[src/rtl/regfile_pkg.sv]
// Shared defaults and types for the decode-stage register file with scoreboard.
//   WIDTH/DEPTH : default register width and count
//   ADDR_W      : register index width derived from DEPTH
//   ZERO_REG    : index of the hardwired-zero register
//   NUM_RD      : default number of read ports
package regfile_pkg;

  localparam int unsigned WIDTH    = 64;
  localparam int unsigned DEPTH    = 32;
  localparam int unsigned ADDR_W   = $clog2(DEPTH);
  localparam int unsigned ZERO_REG = DEPTH - 1;
  localparam int unsigned NUM_RD   = 2;

  typedef logic [ADDR_W-1:0] reg_addr_t;
  typedef logic [WIDTH-1:0]  reg_data_t;

endpackage

[src/rtl/decoder_onehot.sv]
// Binary-to-one-hot decoder with enable.
//   in  : N-bit binary index
//   en  : when low, every output bit is 0
//   out : 2**N one-hot outputs, bit in set when en is high
module decoder_onehot #(
  parameter int unsigned N = 5
) (
  input  logic [N-1:0]      in,
  input  logic              en,
  output logic [2**N-1:0]   out
);

  always_comb begin
    out = '0;
    if (en) out[in] = 1'b1;
  end

endmodule

[src/rtl/regfile_scoreboard.sv]
// Multi-read-port register file with hardwired-zero register, same-cycle
// write-through bypass and per-register pending (scoreboard) bits.
//   clk, reset          : clock, synchronous active-high reset
//   wr_en/addr/data     : writeback write; also clears the pending bit
//   mark_en/addr        : issue-stage mark; sets the pending bit
//   rd_addr[k]          : read address of port k
//   rd_data[k]          : combinational read data (with bypass)
//   rd_pending[k]       : combinational pending flag (write in flight clears it)
module regfile_scoreboard
  import regfile_pkg::*;
#(
  parameter int unsigned WIDTH    = regfile_pkg::WIDTH,
  parameter int unsigned DEPTH    = regfile_pkg::DEPTH,
  parameter int unsigned ADDR_W   = $clog2(DEPTH),
  parameter int unsigned NUM_RD   = regfile_pkg::NUM_RD,
  parameter int unsigned ZERO_REG = DEPTH - 1
) (
  input  logic                           clk,
  input  logic                           reset,
  input  logic                           wr_en,
  input  logic [ADDR_W-1:0]              wr_addr,
  input  logic [WIDTH-1:0]               wr_data,
  input  logic                           mark_en,
  input  logic [ADDR_W-1:0]              mark_addr,
  input  logic [NUM_RD-1:0][ADDR_W-1:0]  rd_addr,
  output logic [NUM_RD-1:0][WIDTH-1:0]   rd_data,
  output logic [NUM_RD-1:0]              rd_pending
);

  localparam logic [ADDR_W-1:0] ZERO_A = ADDR_W'(ZERO_REG);

  logic [WIDTH-1:0] regs [DEPTH];
  logic [DEPTH-1:0] pending;
  logic [DEPTH-1:0] wr_dec, mark_dec;
  logic [DEPTH-1:0] wr_sel, mark_sel;
  logic [DEPTH-1:0] zero_mask;
  logic             wr_live;

  // Writes are invisible to the bypass path while reset is held.
  assign wr_live = wr_en & ~reset;

  decoder_onehot #(.N(ADDR_W)) u_wr_dec (
    .in  (wr_addr),
    .en  (wr_en),
    .out (wr_dec)
  );

  decoder_onehot #(.N(ADDR_W)) u_mark_dec (
    .in  (mark_addr),
    .en  (mark_en),
    .out (mark_dec)
  );

  // Zero register can never be written nor marked.
  assign zero_mask = DEPTH'(1) << ZERO_REG;
  assign wr_sel    = wr_dec & ~zero_mask;
  assign mark_sel  = mark_dec & ~zero_mask;

  // Storage update; a mark in the same cycle as a write leaves the bit set.
  always_ff @(posedge clk) begin
    if (reset) begin
      for (int i = 0; i < int'(DEPTH); i++) regs[i] <= '0;
      pending <= '0;
    end else begin
      for (int i = 0; i < int'(DEPTH); i++) begin
        if (wr_sel[i]) regs[i] <= wr_data;
      end
      pending <= mark_sel | (pending & ~wr_sel);
    end
  end

  // Independent read ports with write-through bypass.
  for (genvar k = 0; k < int'(NUM_RD); k++) begin : g_rd
    logic is_zero;
    logic hit;

    assign is_zero = (rd_addr[k] == ZERO_A);
    assign hit     = wr_live && (wr_addr == rd_addr[k]);

    assign rd_data[k]    = is_zero ? '0
                         : hit     ? wr_data
                         :           regs[rd_addr[k]];
    assign rd_pending[k] = ~is_zero & ~hit & pending[rd_addr[k]];
  end

endmodule
[config.mk]
export PLATFORM = sky130hd
export DESIGN_NAME = regfile_scoreboard
export DESIGN_NICKNAME = d
export VERILOG_FILES = /design/src/rtl/regfile_pkg.sv /design/src/rtl/decoder_onehot.sv /design/src/rtl/regfile_scoreboard.sv
export SDC_FILE = /design/constraint.sdc
export NUM_CORES = 2
export LEC_CHECK = 0
export BUFFER_PORTS_ARGS = -buffer_cell sky130_fd_sc_hd__buf_2
export CAP_MARGIN = 10
export CORE_ASPECT_RATIO = 1.4
export CORE_UTILIZATION = 35
export DETAILED_ROUTE_END_ITERATION = 16
export GPL_ROUTABILITY_DRIVEN = 0
export PLACE_DENSITY = 0.49
export SYNTH_ARGS = -nofsm -noshare
export SYNTH_HDL_FRONTEND = slang
export SYNTH_SLANG_ARGS = --single-unit
export TNS_END_PERCENT = 50
[constraint.sdc]
create_clock -name clk -period 7.9 [get_ports clk]
set_input_delay 1.185 -clock clk [delete_from_list [all_inputs] [get_ports clk]]
set_output_delay 1.185 -clock clk [all_outputs]
set_load 0.03 [all_outputs]
After elaboration in Yosys (flattened, before gate mapping)
Memory sizes are Yosys's and may differ from the RTL's. Index checks and enable logic that the tools add are counted.

Flip-flop bits (word level): 32. Latch bits: 0. Memory bits (writable): 2048. Bits in read-only memories: 0. Bits of input ports: 88. Output and inout port bits: 130. Word-level logic and storage cells: 200. Memories: 1.

Memory list: regs (depth 32, bits a word 64, rd ports 2, clocked after memory_dff 0, write ports 32, line regfile_scoreboard.sv:32) `logic [WIDTH-1:0] regs [DEPTH];`.

$add $sub $neg: 0. Multiply operators: 0. Divide/modulo/power cells: 0. Order comparisons: 6. Eq/ne operators: 4. Shifts and indexed selects: 0. Muxes and demuxes: 140. Bitwise logic cells: 44. Reductions and logical operators: 4.

Operators by type and width (count): $mux 64 (35); $mux 1 (99); $mux 31 (2); $and 32x32->32 (1); $not 31->32 (1); $or 31x32->32 (1); $or 1x1->1 (31); $lt 5x6->1 const B (4); $bmux 1 s5 (2); $demux 1 s5 (2); $eq 5x5->1 (2); $eq 5x5->1 const B (2); $ge 5x1->1 const B (2); $and 1x1->1 (5); $not 1->1 (5); $logic_and 1x1->1 (4).

Logic depth before layout (Yosys ltp)
Depth in word-level cells: 9. Depth in mapped cells: 10. Mapped depth without buffers: 5.

Hierarchy
A second synthesis with hierarchy kept.

Cells, all modules: 7103. Area, all modules: 104082.3 um^2.

Modules (own cells, without submodules): regfile_scoreboard (times used 1, cells an instance 7009, area an instance 103621.9 um^2, sequential area each 60197.7 um^2); decoder_onehot (times used 2, cells an instance 47, area an instance 230.2 um^2, sequential area each 0.0 um^2).

Worst setup path before layout
No wires, ideal clock.

Kind: input -> output. Start: input port rd_addr[2] (netlist bit). End: output port rd_data[43] (netlist bit). Data arrival time: 3374 ps. Data required time: 6715 ps. Path slack: 3341 ps. Stages on the path: 7. Path buffers: 3. Path through: buf_4 and2_1 and3_1 clkbuf_1 or2_1 clkbuf_1 o41ai_1.

RTL lines: from (decl) (line regfile_scoreboard.sv:25) `input logic [NUM_RD-1:0][ADDR_W-1:0] rd_addr,`; to (decl) (line regfile_scoreboard.sv:26) `output logic [NUM_RD-1:0][WIDTH-1:0] rd_data,`.

==> impl_metrics.yaml <==
worst_setup_path:
  cp_slowest_cell: "o41ai_1"
  ff2ff_setup_slack_ps: 7200
  path_cells: "buf_8, inv_2, o221ai_1, nor3b_4, or2_2, buf_4, o41ai_1, buf_4, buf_2"
  worst_r2r_path_depth: 2
  r2r_start: "pending[2]"
  end_kind: "primary output"
  crit_fanout: 67
  worstReg2RegEnd: "pending[2]"
  crit_family: "buffers and inverters"
  arrival_ps: 5230
  critical_path_class: "primary input to primary output"
  slowest_delay_ps: 950
  crit_required_ps: 6710
  cp-start-kind: "primary input"
  crit_top_cell: "buf_4"
  crit_buf_inv: 5
floorplanning:
  dieArea_mm2: 0.294
  std_cell_rows: 234
  start_util_pct: 35.2
  die_w_um: 459
  core_mm2: 0.290
  fp.dieH_um: 641
  ios: 218
placed_design:
  place_inst: 11100
  port_buffers: 217
  dpl_cell_area_mm2: 0.107
  pre_cts_slack_ps: 1660
  place.detailed.hpwl_mm: 256
logic_synthesis:
  syn_inst: 7424
  synthArstFlopShare_pct: 0
  syn_area_mm2: 0.102
  synth_cell_type_count: 56
  yosysWarnings: 0
  synth-main-ff-cell: "edfxtp_1"
  synth_edf_count: 1984
  syn-num-nets: 7512
  synth-seq-cells: 2015
  synth-seq-area-share_pct: 58.9
  avgSynthCellArea_um2: 13.8
grt:
  grt_max_degree: 120
  antenna_found_initial: 38
  grt_pass1_wl_mm: 593
  grt.overflow.total: 0
  track_usage_pct: 29.0
  grt_pass1_vias: 72600
timing:
  period_minus_slack_ps: 6410
  slew_violations: 0
  rsz0062_at_grt: "false"
  post-route-period-util_pct: 81.2
  fin_ws_ps: 1490
  worst_pin_slew_ps: 1360
  hold_violations: 0
  relSlewSlack_pct: 8.44
  hold_ws_ps: 501
  fmaxAchievable_ghz: 0.156
  setup_tns_ps: 0
  fin_skew_ps: 0
  setup-violations-final: 0
drt:
  drc: 0
  via_per_inst: 6.30
  wl_mm: 437
  ant_nets: 0
  drt_first_pass_iters: 6
  wl_per_cell_um: 38.1
  vias: 72200
  drt_iter0_markers: 9666
worst_hold_path:
  hp-class: "flip-flop to flip-flop"
  hold_start: "pending[30]"
  holdPathStages: 2
  hold_path_end: "pending[30]"
cts:
  cts_tree: "done"
  cts_setup_buffers: 0
  cts_root_buffer: "clkbuf_16"
  clk_pin_slew_ps: 60
  cts_made_buffers: 213
  ctsHtreeMaxLevel: 4
  ctsHoldBuffers: 0
  cts_sinks: 2015
  insertion_delay_ps: 860
  cts_max_path_buffers: 4
  ctsResizeCount: 0
final_layout:
  drive_above_1_share_pct: 20.7
  fill_cells: 27200
  post-route-util_pct: 39.2
  finalNetCount: 7462
  postLayoutCellArea_mm2: 0.114
  synthToLayoutAreaGrowth_pct: 11.3
  stdcell_count: 11500
  final_common_cell: "edfxtp_1"
  mostFrequentLayoutCells: "edfxtp_1 (1984), nor2_1 (1338), mux2i_1 (836)"
power:
  peakVddDrop_mv: 0.173
  power_density_mw_per_mm2: 232
  leakage_nw: 39.4
  power_mw: 26.4
run:
  maxCapViolations: 0
outcome:
  status: "finished, final reports clean"
## sequential cells by signal, indices dropped and copies added (netlist names)
register / flops
regs: 1984
pending: 31
## worst min-delay path, cell delays in order (launching register included)
cell and delay (ps):
dfxtp_1 320, inv_1 60, o22ai_1 70
## worst max-delay path by stage
stage	startpoint	to	slack, ps	cells after the start
final	rd_addr[2]	rd_data[3]	1490	9
after global routing	rd_addr[2]	rd_data[3]	1510	9
after CTS	rd_addr[2]	rd_data[3]	1640	9
after detailed placement	rd_addr[2]	rd_data[3]	1660	9
after global placement	rd_addr[2]	rd_data[3]	1650	9
after floorplan	rd_addr[2]	rd_data[43]	3340	7
## per-layer routing
layer | track usage, % | part of all wire [%] | wire length (um)
met5 | 0 | 0.041 | 177
met4 | 15.5 | 6.1 | 26800
met3 | 5.32 | 8.9 | 39000
met2 | 48.6 | 48 | 210000
met1 | 35.4 | 37 | 160000
## cells by family after synthesis
logic type | share of synthesized area, %
buf+inv | 3.72
compound gates | 8.20
flops | 58.9
simple gates | 7.67
mux | 21.4
xor+xnor | 0.0600
## synthesized netlist by cell type, drive strengths merged, types with 28 or more instances
library cell	instances	area, um2
a221oi	122	1070
o21ai	70	350
a21oi	250	1250
a22o	64	561
nand2b	44	275
mux2i	836	8370
clkbuf	359	1350
o221ai	75	657
mux2	163	1840
edfxtp	1984	59600
a22oi	183	1370
o41ai	29	329
buf	347	2110
inv	90	338
o22ai	69	432
a211oi	44	330
mux4	520	11700
a2bb2oi	82	718
nand2	355	1330
dfxtp	31	621
a32o	49	490
or2	57	357
o211ai	52	420
nor2	1344	5050
nor2b	46	288
nor3	33	165
a31oi	28	175
nand3	33	165
## where the power goes
group | internal, mW | switching [mW] | total (mW)
clock network | 5.22 | 4.40 | 9.62
registers | 12.5 | 0.360 | 12.9
logic | 1.31 | 2.59 | 3.90
total | 19.1 | 7.34 | 26.4
## final cells by class
type / instances / area (um2) / area share, %
sequential: 2015 / 60200 / 52.9
multi-input combinational: 4612 / 38800 / 34.1
clock buffer: 266 / 5570 / 4.90
tap: 3894 / 4870 / 4.28
timing repair buffer: 441 / 3180 / 2.79
clock inverter: 118 / 747 / 0.657
inverter: 91 / 347 / 0.305
antenna: 18 / 45.0 / 0.0396
Power figures use the tool's default switching activity.
